<file path="config.mk">
export PLATFORM = sky130hd
export DESIGN_NAME = digit_scan_ctrl_flat
export DESIGN_NICKNAME = d
export VERILOG_FILES = /design/src/rtl/digit_scan_ctrl_pkg.sv /design/src/rtl/digit_scan_ctrl_if.sv /design/src/rtl/digit_scan_ctrl_prescaler.sv /design/src/rtl/digit_scan_ctrl.sv /design/src/flat_wrapper.sv
export SDC_FILE = /design/constraint.sdc
export NUM_CORES = 1
export LEC_CHECK = 0
export ABC_CLOCK_PERIOD_IN_PS = 1600
export CAP_MARGIN = 10
export CORE_UTILIZATION = 25
export CTS_BUF_LIST = sky130_fd_sc_hd__clkbuf_4 sky130_fd_sc_hd__clkbuf_8 sky130_fd_sc_hd__clkbuf_16
export CTS_CLUSTER_SIZE = 12
export DETAILED_ROUTE_END_ITERATION = 7
export SETUP_SLACK_MARGIN = 0.05
export SYNTH_ARGS = -nofsm -noshare
export SYNTH_HDL_FRONTEND = slang
export SYNTH_SLANG_ARGS = --single-unit
</file>
<file path="constraint.sdc">
create_clock -name clk -period 1.6 [get_ports clk]
set_clock_uncertainty 0.05 [all_clocks]
set_input_delay 0.48 -clock clk [delete_from_list [all_inputs] [get_ports clk]]
set_output_delay 0.48 -clock clk [all_outputs]
set_load 0.02 [all_outputs]
</file>
<file path="src/rtl/digit_scan_ctrl_pkg.sv">
// Shared display types and constants for the front-panel digit scanner.
// Latency: n/a (types, constants and a pure function only).
// Backpressure: n/a.
package display_pkg;

  typedef logic [3:0] digit_t;

  localparam int     KEY_SEL_DEFAULT = 11;
  // Value that counts as a leading zero for blanking purposes.
  localparam digit_t DIGIT_BLANK     = 4'h0;

  // One-hot decode of a digit index; callers truncate to their digit count.
  function automatic logic [7:0] onehot_sel(input logic [2:0] idx);
    onehot_sel = 8'b1 << idx;
  endfunction

endpackage

</file>
<file path="src/rtl/digit_scan_ctrl_if.sv">
// Bundle of write port, keypad inputs and scan outputs of the digit scanner.
// Latency: n/a (wires only).
// Backpressure: none; all signals are plain levels/strobes.
// Ports: master drives wr_*/num/kphit/blank_lz, slave drives ct/digit_*/edit_mode/frame_tick.
interface digit_scan_ctrl_if
  import display_pkg::*;
#(
  parameter int NUM_DIGITS = 4
);
  localparam int AW = $clog2(NUM_DIGITS);

  logic                  wr_en;
  logic [AW-1:0]         wr_addr;
  digit_t                wr_data;
  logic [3:0]            num;
  logic                  kphit;
  logic                  blank_lz;

  logic [NUM_DIGITS-1:0] ct;
  digit_t                digit_val;
  logic [AW-1:0]         digit_idx;
  logic                  edit_mode;
  logic                  frame_tick;

  modport master (
    output wr_en, wr_addr, wr_data, num, kphit, blank_lz,
    input  ct, digit_val, digit_idx, edit_mode, frame_tick
  );

  modport slave (
    input  wr_en, wr_addr, wr_data, num, kphit, blank_lz,
    output ct, digit_val, digit_idx, edit_mode, frame_tick
  );

endinterface

</file>
<file path="src/rtl/digit_scan_ctrl_prescaler.sv">
// Slot prescaler and digit pointer; flags each slot end and each full scan frame.
// Latency: slot_tick combinational from count; frame_tick registered, high the cycle after wrap.
// Backpressure: none; free-running.
// Ports: clk, reset_n in; ptr (current digit), slot_tick, frame_tick out.
module scan_prescaler #(
  parameter int DIV_COUNT  = 50000,
  parameter int NUM_DIGITS = 4
) (
  input  logic                          clk,
  input  logic                          reset_n,
  output logic [$clog2(NUM_DIGITS)-1:0] ptr,
  output logic                          slot_tick,
  output logic                          frame_tick
);

  localparam int PW = $clog2(DIV_COUNT);
  localparam int AW = $clog2(NUM_DIGITS);

  logic [PW-1:0] r_cnt;
  logic [AW-1:0] r_ptr;
  logic          r_frame_tick;
  logic          w_last_digit;

  assign slot_tick    = (r_cnt == PW'(DIV_COUNT - 1));
  assign w_last_digit = (r_ptr == AW'(NUM_DIGITS - 1));

  always_ff @(posedge clk or negedge reset_n) begin
    if (!reset_n) begin
      r_cnt        <= '0;
      r_ptr        <= '0;
      r_frame_tick <= 1'b0;
    end else begin
      r_frame_tick <= slot_tick & w_last_digit;
      if (slot_tick) begin
        r_cnt <= '0;
        r_ptr <= w_last_digit ? '0 : r_ptr + AW'(1);
      end else begin
        r_cnt <= r_cnt + PW'(1);
      end
    end
  end

  assign ptr        = r_ptr;
  assign frame_tick = r_frame_tick;

endmodule

</file>
<file path="src/rtl/digit_scan_ctrl.sv">
// Multiplexed seven-segment scan controller: digit buffer, leading-zero blanking, edit-mode blink.
// Latency: outputs registered, 1 cycle after pointer/buffer/mode change.
// Backpressure: none; writes and key presses are accepted every cycle.
// Ports: clk, reset_n (async, active low); bus = write port, keypad and scan outputs.
module digit_scan_ctrl
  import display_pkg::*;
#(
  parameter int NUM_DIGITS   = 4,
  parameter int DIV_COUNT    = 50000,
  parameter int BLINK_FRAMES = 64,
  parameter int KEY_SEL      = KEY_SEL_DEFAULT
) (
  input  logic              clk,
  input  logic              reset_n,
  digit_scan_ctrl_if.slave  bus
);

  localparam int AW = $clog2(NUM_DIGITS);
  localparam int BW = $clog2(BLINK_FRAMES) + 1;

  logic [AW-1:0]         w_ptr;
  logic                  w_slot_tick;
  logic                  w_frame_tick;
  logic                  w_frame_wrap;
  logic                  w_key_rise;
  logic                  w_zero_run;
  logic [NUM_DIGITS-1:0] w_blank;
  logic                  w_gate;

  digit_t                r_buf [NUM_DIGITS];
  logic [BW-1:0]         r_blink_cnt;
  logic                  r_blink_phase;
  logic                  r_edit_mode;
  logic                  r_kphit_q;
  logic [NUM_DIGITS-1:0] r_ct;
  digit_t                r_digit_val;
  logic [AW-1:0]         r_digit_idx;

  scan_prescaler #(
    .DIV_COUNT  (DIV_COUNT),
    .NUM_DIGITS (NUM_DIGITS)
  ) u_prescaler (
    .clk        (clk),
    .reset_n    (reset_n),
    .ptr        (w_ptr),
    .slot_tick  (w_slot_tick),
    .frame_tick (w_frame_tick)
  );

  // The slot tick on the last digit is the edge where the pointer wraps.
  assign w_frame_wrap = w_slot_tick & (w_ptr == AW'(NUM_DIGITS - 1));
  assign w_key_rise   = bus.kphit & ~r_kphit_q;

  // Walk from the MSD down: a digit is blanked while every digit at or above it is zero.
  always_comb begin
    w_zero_run = 1'b1;
    w_blank    = '0;
    for (int i = NUM_DIGITS - 1; i >= 0; i--) begin
      w_zero_run = w_zero_run & (r_buf[i] == DIGIT_BLANK);
      if (i > 0) begin
        w_blank[i] = bus.blank_lz & w_zero_run;
      end
    end
  end

  // Enable is dropped for blanked digits and for the MSD during the off half of the blink.
  assign w_gate = w_blank[w_ptr] |
                  (r_edit_mode & r_blink_phase & (w_ptr == AW'(NUM_DIGITS - 1)));

  always_ff @(posedge clk or negedge reset_n) begin
    if (!reset_n) begin
      for (int i = 0; i < NUM_DIGITS; i++) begin
        r_buf[i] <= '0;
      end
      r_blink_cnt   <= '0;
      r_blink_phase <= 1'b0;
      r_edit_mode   <= 1'b0;
      r_kphit_q     <= 1'b0;
      r_ct          <= '0;
      r_digit_val   <= '0;
      r_digit_idx   <= '0;
    end else begin
      if (bus.wr_en && (32'(bus.wr_addr) < NUM_DIGITS)) begin
        r_buf[bus.wr_addr] <= bus.wr_data;
      end

      r_kphit_q <= bus.kphit;
      if (w_key_rise && (bus.num == 4'(KEY_SEL))) begin
        r_edit_mode <= ~r_edit_mode;
      end

      if (w_frame_wrap) begin
        if (r_blink_cnt == BW'(BLINK_FRAMES - 1)) begin
          r_blink_cnt   <= '0;
          r_blink_phase <= ~r_blink_phase;
        end else begin
          r_blink_cnt <= r_blink_cnt + BW'(1);
        end
      end

      r_digit_idx <= w_ptr;
      r_digit_val <= r_buf[w_ptr];
      r_ct        <= w_gate ? '0 : NUM_DIGITS'(onehot_sel(3'(w_ptr)));
    end
  end

  assign bus.ct         = r_ct;
  assign bus.digit_val  = r_digit_val;
  assign bus.digit_idx  = r_digit_idx;
  assign bus.edit_mode  = r_edit_mode;
  assign bus.frame_tick = w_frame_tick;

endmodule

</file>
<file path="src/flat_wrapper.sv">
// flat-port wrapper written by rule: the top's interface ports become plain ports
module digit_scan_ctrl_flat import display_pkg::*;
#(
  parameter int NUM_DIGITS   = 4,
  parameter int DIV_COUNT    = 50000,
  parameter int BLINK_FRAMES = 64,
  parameter int KEY_SEL      = KEY_SEL_DEFAULT
)
  (clk, reset_n, bus_wr_en, bus_wr_addr, bus_wr_data, bus_num, bus_kphit, bus_blank_lz, bus_ct, bus_digit_val, bus_digit_idx, bus_edit_mode, bus_frame_tick);
  digit_scan_ctrl_if #(.NUM_DIGITS(NUM_DIGITS)) bus_i ();
  input  logic clk;
  input  logic reset_n;
  input wire logic [$bits(bus_i.wr_en)-1:0] bus_wr_en;
  input wire logic [$bits(bus_i.wr_addr)-1:0] bus_wr_addr;
  input wire logic [$bits(bus_i.wr_data)-1:0] bus_wr_data;
  input wire logic [$bits(bus_i.num)-1:0] bus_num;
  input wire logic [$bits(bus_i.kphit)-1:0] bus_kphit;
  input wire logic [$bits(bus_i.blank_lz)-1:0] bus_blank_lz;
  output wire logic [$bits(bus_i.ct)-1:0] bus_ct;
  output wire logic [$bits(bus_i.digit_val)-1:0] bus_digit_val;
  output wire logic [$bits(bus_i.digit_idx)-1:0] bus_digit_idx;
  output wire logic [$bits(bus_i.edit_mode)-1:0] bus_edit_mode;
  output wire logic [$bits(bus_i.frame_tick)-1:0] bus_frame_tick;
  assign bus_i.wr_en = bus_wr_en;
  assign bus_i.wr_addr = bus_wr_addr;
  assign bus_i.wr_data = bus_wr_data;
  assign bus_i.num = bus_num;
  assign bus_i.kphit = bus_kphit;
  assign bus_i.blank_lz = bus_blank_lz;
  assign bus_ct = bus_i.ct;
  assign bus_digit_val = bus_i.digit_val;
  assign bus_digit_idx = bus_i.digit_idx;
  assign bus_edit_mode = bus_i.edit_mode;
  assign bus_frame_tick = bus_i.frame_tick;
  digit_scan_ctrl #(.NUM_DIGITS(NUM_DIGITS), .DIV_COUNT(DIV_COUNT), .BLINK_FRAMES(BLINK_FRAMES), .KEY_SEL(KEY_SEL)) u_core (.clk(clk), .reset_n(reset_n), .bus(bus_i));
endmodule
</file>
Word level (Yosys, flattened, before mapping)
Index checks and enable logic that the tools add are counted.

Bits in registers: 55. Bits of input ports: 15. Output and inout port bits: 12. Word-level logic and storage cells: 59.

Add/sub/neg operators: 3. Magnitude comparators: 4. Equal/unequal tests: 4. Shift-type cells: 1. Muxes and demuxes: 12. Bitwise operators: 15. Reduce and logical (&&, ||, !) cells: 6.

Operator list (count): adder 16 x 1 -> 16 bit (second input constant) (1); bitwise mux 16 bit (1); == test 16 bit (second input constant) (1); 2-to-1 mux 16 bit (1); 2-to-1 mux 4 bit (4); zero test 4 bit (3); bitwise AND 1 bit (9); binary-select mux 4 bit (select 2 bit) (1); demux 4 bit (select 2 bit) (1); adder 7 x 1 -> 7 bit (second input constant) (1); == test 7 x 6 -> 1 bit (second input constant) (1); 2-to-1 mux 7 bit (1); >= comparator 3 bit (second input constant) (2); NOT 2 -> 3 bit (2); == test 4 bit (second input constant) (1); << shifter 1 x 2 -> 4 bit (first input constant) (1); less-than comparator 2 x 3 -> 1 bit (second input constant) (1); less-than comparator 3 x 1 -> 1 bit (second input constant) (1); NOT 1 bit (3); adder 2 x 1 -> 2 bit (second input constant) (1); binary-select mux 1 bit (select 2 bit) (1); == test 2 bit (second input constant) (1); logical AND 1 bit (2); 2-to-1 mux 2 bit (1); 3 further kinds (3).

Depth between registers and ports, before layout
Depth in word-level cells: 8. Gate-level depth with buffers: 6. Gate-level depth less buffers: 5.

Modules after synthesis
From an unflattened synthesis, not the netlist that was laid out.

Cells, all modules: 181. Area total of the unflattened synthesis: 2449.8 µm².

By module, submodules not included: digit_scan_ctrl (times used 1, cells an instance 105, area an instance 1516.5 µm², sequential area each 900.9 µm²); scan_prescaler (times used 1, cells an instance 76, area an instance 933.4 µm², sequential area each 475.5 µm²).

Worst setup path before layout
No wires, ideal clock.

Path type: register to register. Start: register u_core.u_prescaler.r_cnt[0]. End: register u_core.r_blink_cnt[0]. Library setup time: 125 ps. Arrival time: 1492 ps. Data required time: 1425 ps. Setup slack: -68 ps. Cell stages (with the launch flop): 7. Path buffers: 1. Clock period less this slack: 1668 ps. Cell sequence: dfrtp_1 ha_1 and3_1 and4_1 buf_6 nand2_4 mux2_4.

Cells in the longest elaborated chain, start to end: 2.

Ends and longest elaborated chain: start, declared (line digit_scan_ctrl_prescaler.sv:19) `logic [PW-1:0] r_cnt;`; start signal, assigned (line digit_scan_ctrl_prescaler.sv:38) `r_cnt <= r_cnt + PW'(1);`; == test 16 bit (line digit_scan_ctrl_prescaler.sv:24) `assign slot_tick = (r_cnt == PW'(DIV_COUNT - 1));`; bitwise AND 1 bit (line digit_scan_ctrl.sv:51) `assign w_frame_wrap = w_slot_tick & (w_ptr == AW'(NUM_DIGITS - 1));`; end signal, assigned (line digit_scan_ctrl.sv:97) `r_blink_cnt <= r_blink_cnt + BW'(1);`; end, declared (line digit_scan_ctrl.sv:31) `logic [BW-1:0] r_blink_cnt;`.

No other way between the ends. A chain may end at the register's enable or synchronous reset.

Worst setup path after layout
Start: register u_core.u_prescaler.r_cnt[10]. End: register u_core.r_blink_cnt[6].

Same word-level chain as after synthesis.

==> out/qor.yml <==
cells_and_area:
  area_growth_pct: 36.27
  fill_cells: 962
  finalInstanceArea_mm2: 0.003333
  drive_above_1_share: 0.3658
  fin_nets: 277
  diodes: 0
clocking:
  cts_root_buf: "clkbuf_8"
  cts.sinks: 55
  hold_buffers: 0
  htree_levels: 2
  cts_made_buffers: 5
  path_clk_slew_ns: 0.09
  cts_tree: "built"
  worst_skew_pair.late_latency_ns: 0.31
  cts_max_path_buffers: 2
sta:
  max_freq_ghz: 0.6161
  period_minus_slack_ns: 1.623
  tightest_slew_ns: 0.3006
  hold_violations: 0
  finalSetupViolCount: 3
  slew_headroom: 0.7990
  maxSlewViolCount: 0
  fin_ws_ns: -0.02313
  fin_crit_sh: 1.014
  rsz0062_at_grt: "yes"
route:
  met3_length_um: 82
  drc: 0
  final_antenna_net_count: 0
  num_vias: 1671
  drt_pass1_iterations: 4
  finalWirelength_um: 4858
  first_iter_violations: 50
  via_per_inst: 4.329
  met1_length_um: 2311
  wl_per_cell_um: 12.59
  highest_layer: "met4"
  wl_met2_um: 2371
yosys:
  ys_seq_area_frac: 0.5627
  synth.largest_area_cell: "dfrtp_1"
  ys_warn_count: 0
  synth.avg_cell_area_um2: 13.01
  synth.area.top_cells: "dfrtp_1 (56%), mux2_2 (7.8%), mux4_2 (3.7%)"
  async_flop_share: 1.000
  synth.distinct_cells: 40
  syn-cell-area_mm2: 0.002446
  ys_top_cells_by_count: "dfrtp_1 (55), mux2_2 (17), nor2_1 (12), nand2_1 (10), xor2_1 (9)"
  synth_top_area_frac: 0.5627
  ys.flop_type: "dfrtp_1"
  synth_seq_cells: 55
  synth_edf_count: 0
  syn_nets: 209
  yosysMostFrequentCell: "dfrtp_1"
  synthCells: 188
power:
  power_w: 0.002861
  power-per-cell-area_mw_per_mm2: 858.2
  ir_drop_mv: 0.3400
  p_sw_w: 0.0006569
  swShare: 0.2296
  p_int_w: 0.002204
  power.leakage_nw: 1.481
  clkPwrFrac: 0.333
  p_seq_frac: 0.545
  pwr-share-comb: 0.121
placed_design:
  dp_worst_setup_slack_ns: -0.4738
  post_dp_cell_area_mm2: 0.003118
  place_congestion: 0.7340
  io_buffer_count: 26
  dp_hpwl_um: 3504
floorplan:
  initial_utilization: 0.2610
  die_h_um: 100.9
  pin_count: 27
  die-area_mm2: 0.01018
  core_area_mm2: 0.009371
  dieWidth_um: 100.9
  rows: 35
flow_run:
  maxCapViolCount: 0
worst_setup_path:
  slowest_delay_ns: 0.42
  worst-setup-path-type: "flip-flop to flip-flop"
  crit_chain: "nor4b_4 > nand4_1 > buf_6 > buf_6 > o31a_1"
  cp_max_fo: 6
  critPathTopFamily: "simple AND/OR/NAND/NOR gates"
  cpMaxStageDelayCell: "dfrtp_1"
  start_kind: "flip-flop"
  critPathCaptureType: "flip-flop"
  cp_num_buf_inv: 2
  worstPathRequired_ns: 1.75
  crit_path_frequent_cell: "buf_6"
  crit_arrival_ns: 1.78
global_routing:
  antenna_found_initial: 0
  first_global_vias: 1762
  grt_max_degree: 56
  grt_usage: 0.1074
  grt_overflow: 0
  grt_pass1_wl_um: 8459
status:
  status: "finished, violations left"
  violations: "negative setup slack"
min_path:
  hp-class: "primary input to async pin"
## routing by layer
metal / vias to the layer above / track usage
met4: 0 / 0.04348
li1: 818 / -
met1: 829 / 0.1365
met2: 16 / 0.1818
met5: - / 0
met3: 8 / 0.01734
## layout make-up
| type | count | area [µm²] | area share |
|---|---|---|---|
| Clock buffer | 6 | 82.58 | 0.02477 |
| Clock inverter | 2 | 35.03 | 0.01051 |
| Inverter | 4 | 15.01 | 0.004505 |
| Multi-Input combinational cell | 125 | 1105 | 0.3315 |
| Sequential cell | 55 | 1376 | 0.4129 |
| Tap cell | 129 | 161.4 | 0.04842 |
| Timing Repair Buffer | 65 | 558.0 | 0.1674 |
## power by group through the flow
stage | clock network [W] | logic, W | registers (W)
finish | 0.000954 | 0.000347 | 0.00156
global route | 0.00104 | 0.000378 | 0.00158
CTS | 0.000986 | 0.000357 | 0.00156
detailed placement | 0 | 0.000377 | 0.00159
global placement | 0 | 0.000372 | 0.00158
floorplan | 0 | 0.000120 | 0.00162
## placed cells by master, fill, tap and decap left out, types with 2 or more instances in the layout
cell type | synthesis | layout
a21oi_1 | 3 | 3
and2_1 | 5 | 4
and3_1 | 4 | 3
and4bb_2 | 2 | 2
buf_4 | 1 | 33
buf_6 | 1 | 5
clkbuf_2 | 0 | 4
clkbuf_8 | 0 | 6
clkdlybuf4s15_1 | 0 | 8
clkdlybuf4s50_1 | 0 | 12
dfrtp_1 | 55 | 55
ha_1 | 6 | 5
inv_1 | 4 | 4
mux2_2 | 17 | 17
mux2_4 | 2 | 2
mux4_2 | 4 | 4
nand2_1 | 10 | 9
nand3_1 | 7 | 7
nand3b_1 | 2 | 2
nand4_1 | 6 | 6
nor2_1 | 12 | 10
nor3_2 | 0 | 2
nor3b_1 | 4 | 3
o21ai_0 | 5 | 2
o21ai_2 | 0 | 2
o31a_1 | 2 | 2
o31ai_1 | 3 | 2
or3_1 | 2 | 2
xnor2_1 | 4 | 4
xor2_1 | 9 | 9
## final timing paths
path                                               from                      end  slack, ns  depth (start not counted)
max in group asynchronous                       reset_n         u_core.r_buf[14]       1.16                          2
hold reg to reg               u_core.u_prescaler.ptr[0]  u_core.bus.digit_idx[0]       0.40                          0
min in group clk              u_core.u_prescaler.ptr[0]  u_core.bus.digit_idx[0]       0.40                          0
setup / recovery           u_core.u_prescaler.r_cnt[10]    u_core.r_blink_cnt[6]      -0.02                          5
hold / removal                                  reset_n         u_core.r_kphit_q        0.1                          2
setup reg to reg           u_core.u_prescaler.r_cnt[10]    u_core.r_blink_cnt[6]      -0.02                          5
## logic make-up after synthesis
kind of cell,Yosys count,synth area share
buffers and inverters,8,0.01739
AO/OA/AOI/OAI,18,0.05371
AND/OR/NAND/NOR,64,0.1575
adder cells (fa/ha/maj),6,0.03069
multiplexers,24,0.1315
flip-flops,55,0.5627
XOR/XNOR,13,0.04655
## repair_timing
item / CTS / global route
resized for setup: 27 / 24
buffers inserted: 3 / 3
pin swaps: 13 / 12
setup endpoints to repair: 27 / 39
## per-stage QoR
stage	hold WS [ns]	utilization	instances	setup TNS, ns
final	0.09543	0.3557	386	-0.04511
after detailed placement	0.3877	0.3327	374	-5.467
after global routing	0.1084	0.3557	386	-0.9061
after floorplan	0.1344	-	188	-0.02201
after CTS	0.1036	0.3509	385	-0.1931
after global placement	0.3847	0.3327	374	-5.145
## flip-flops by register name, summed over array words and instances (netlist names)
signal	flops
u_core.r_buf	16
u_core.bus.edit_mode	1
u_core.u_prescaler.r_cnt	16
u_core.r_blink_cnt	7
u_core.bus.ct	4
u_core.bus.digit_idx	2
u_core.u_prescaler.frame_tick	1
u_core.r_blink_phase	1
u_core.bus.digit_val	4
u_core.u_prescaler.ptr	2
u_core.r_kphit_q	1
Power figures use the tool's default switching activity.
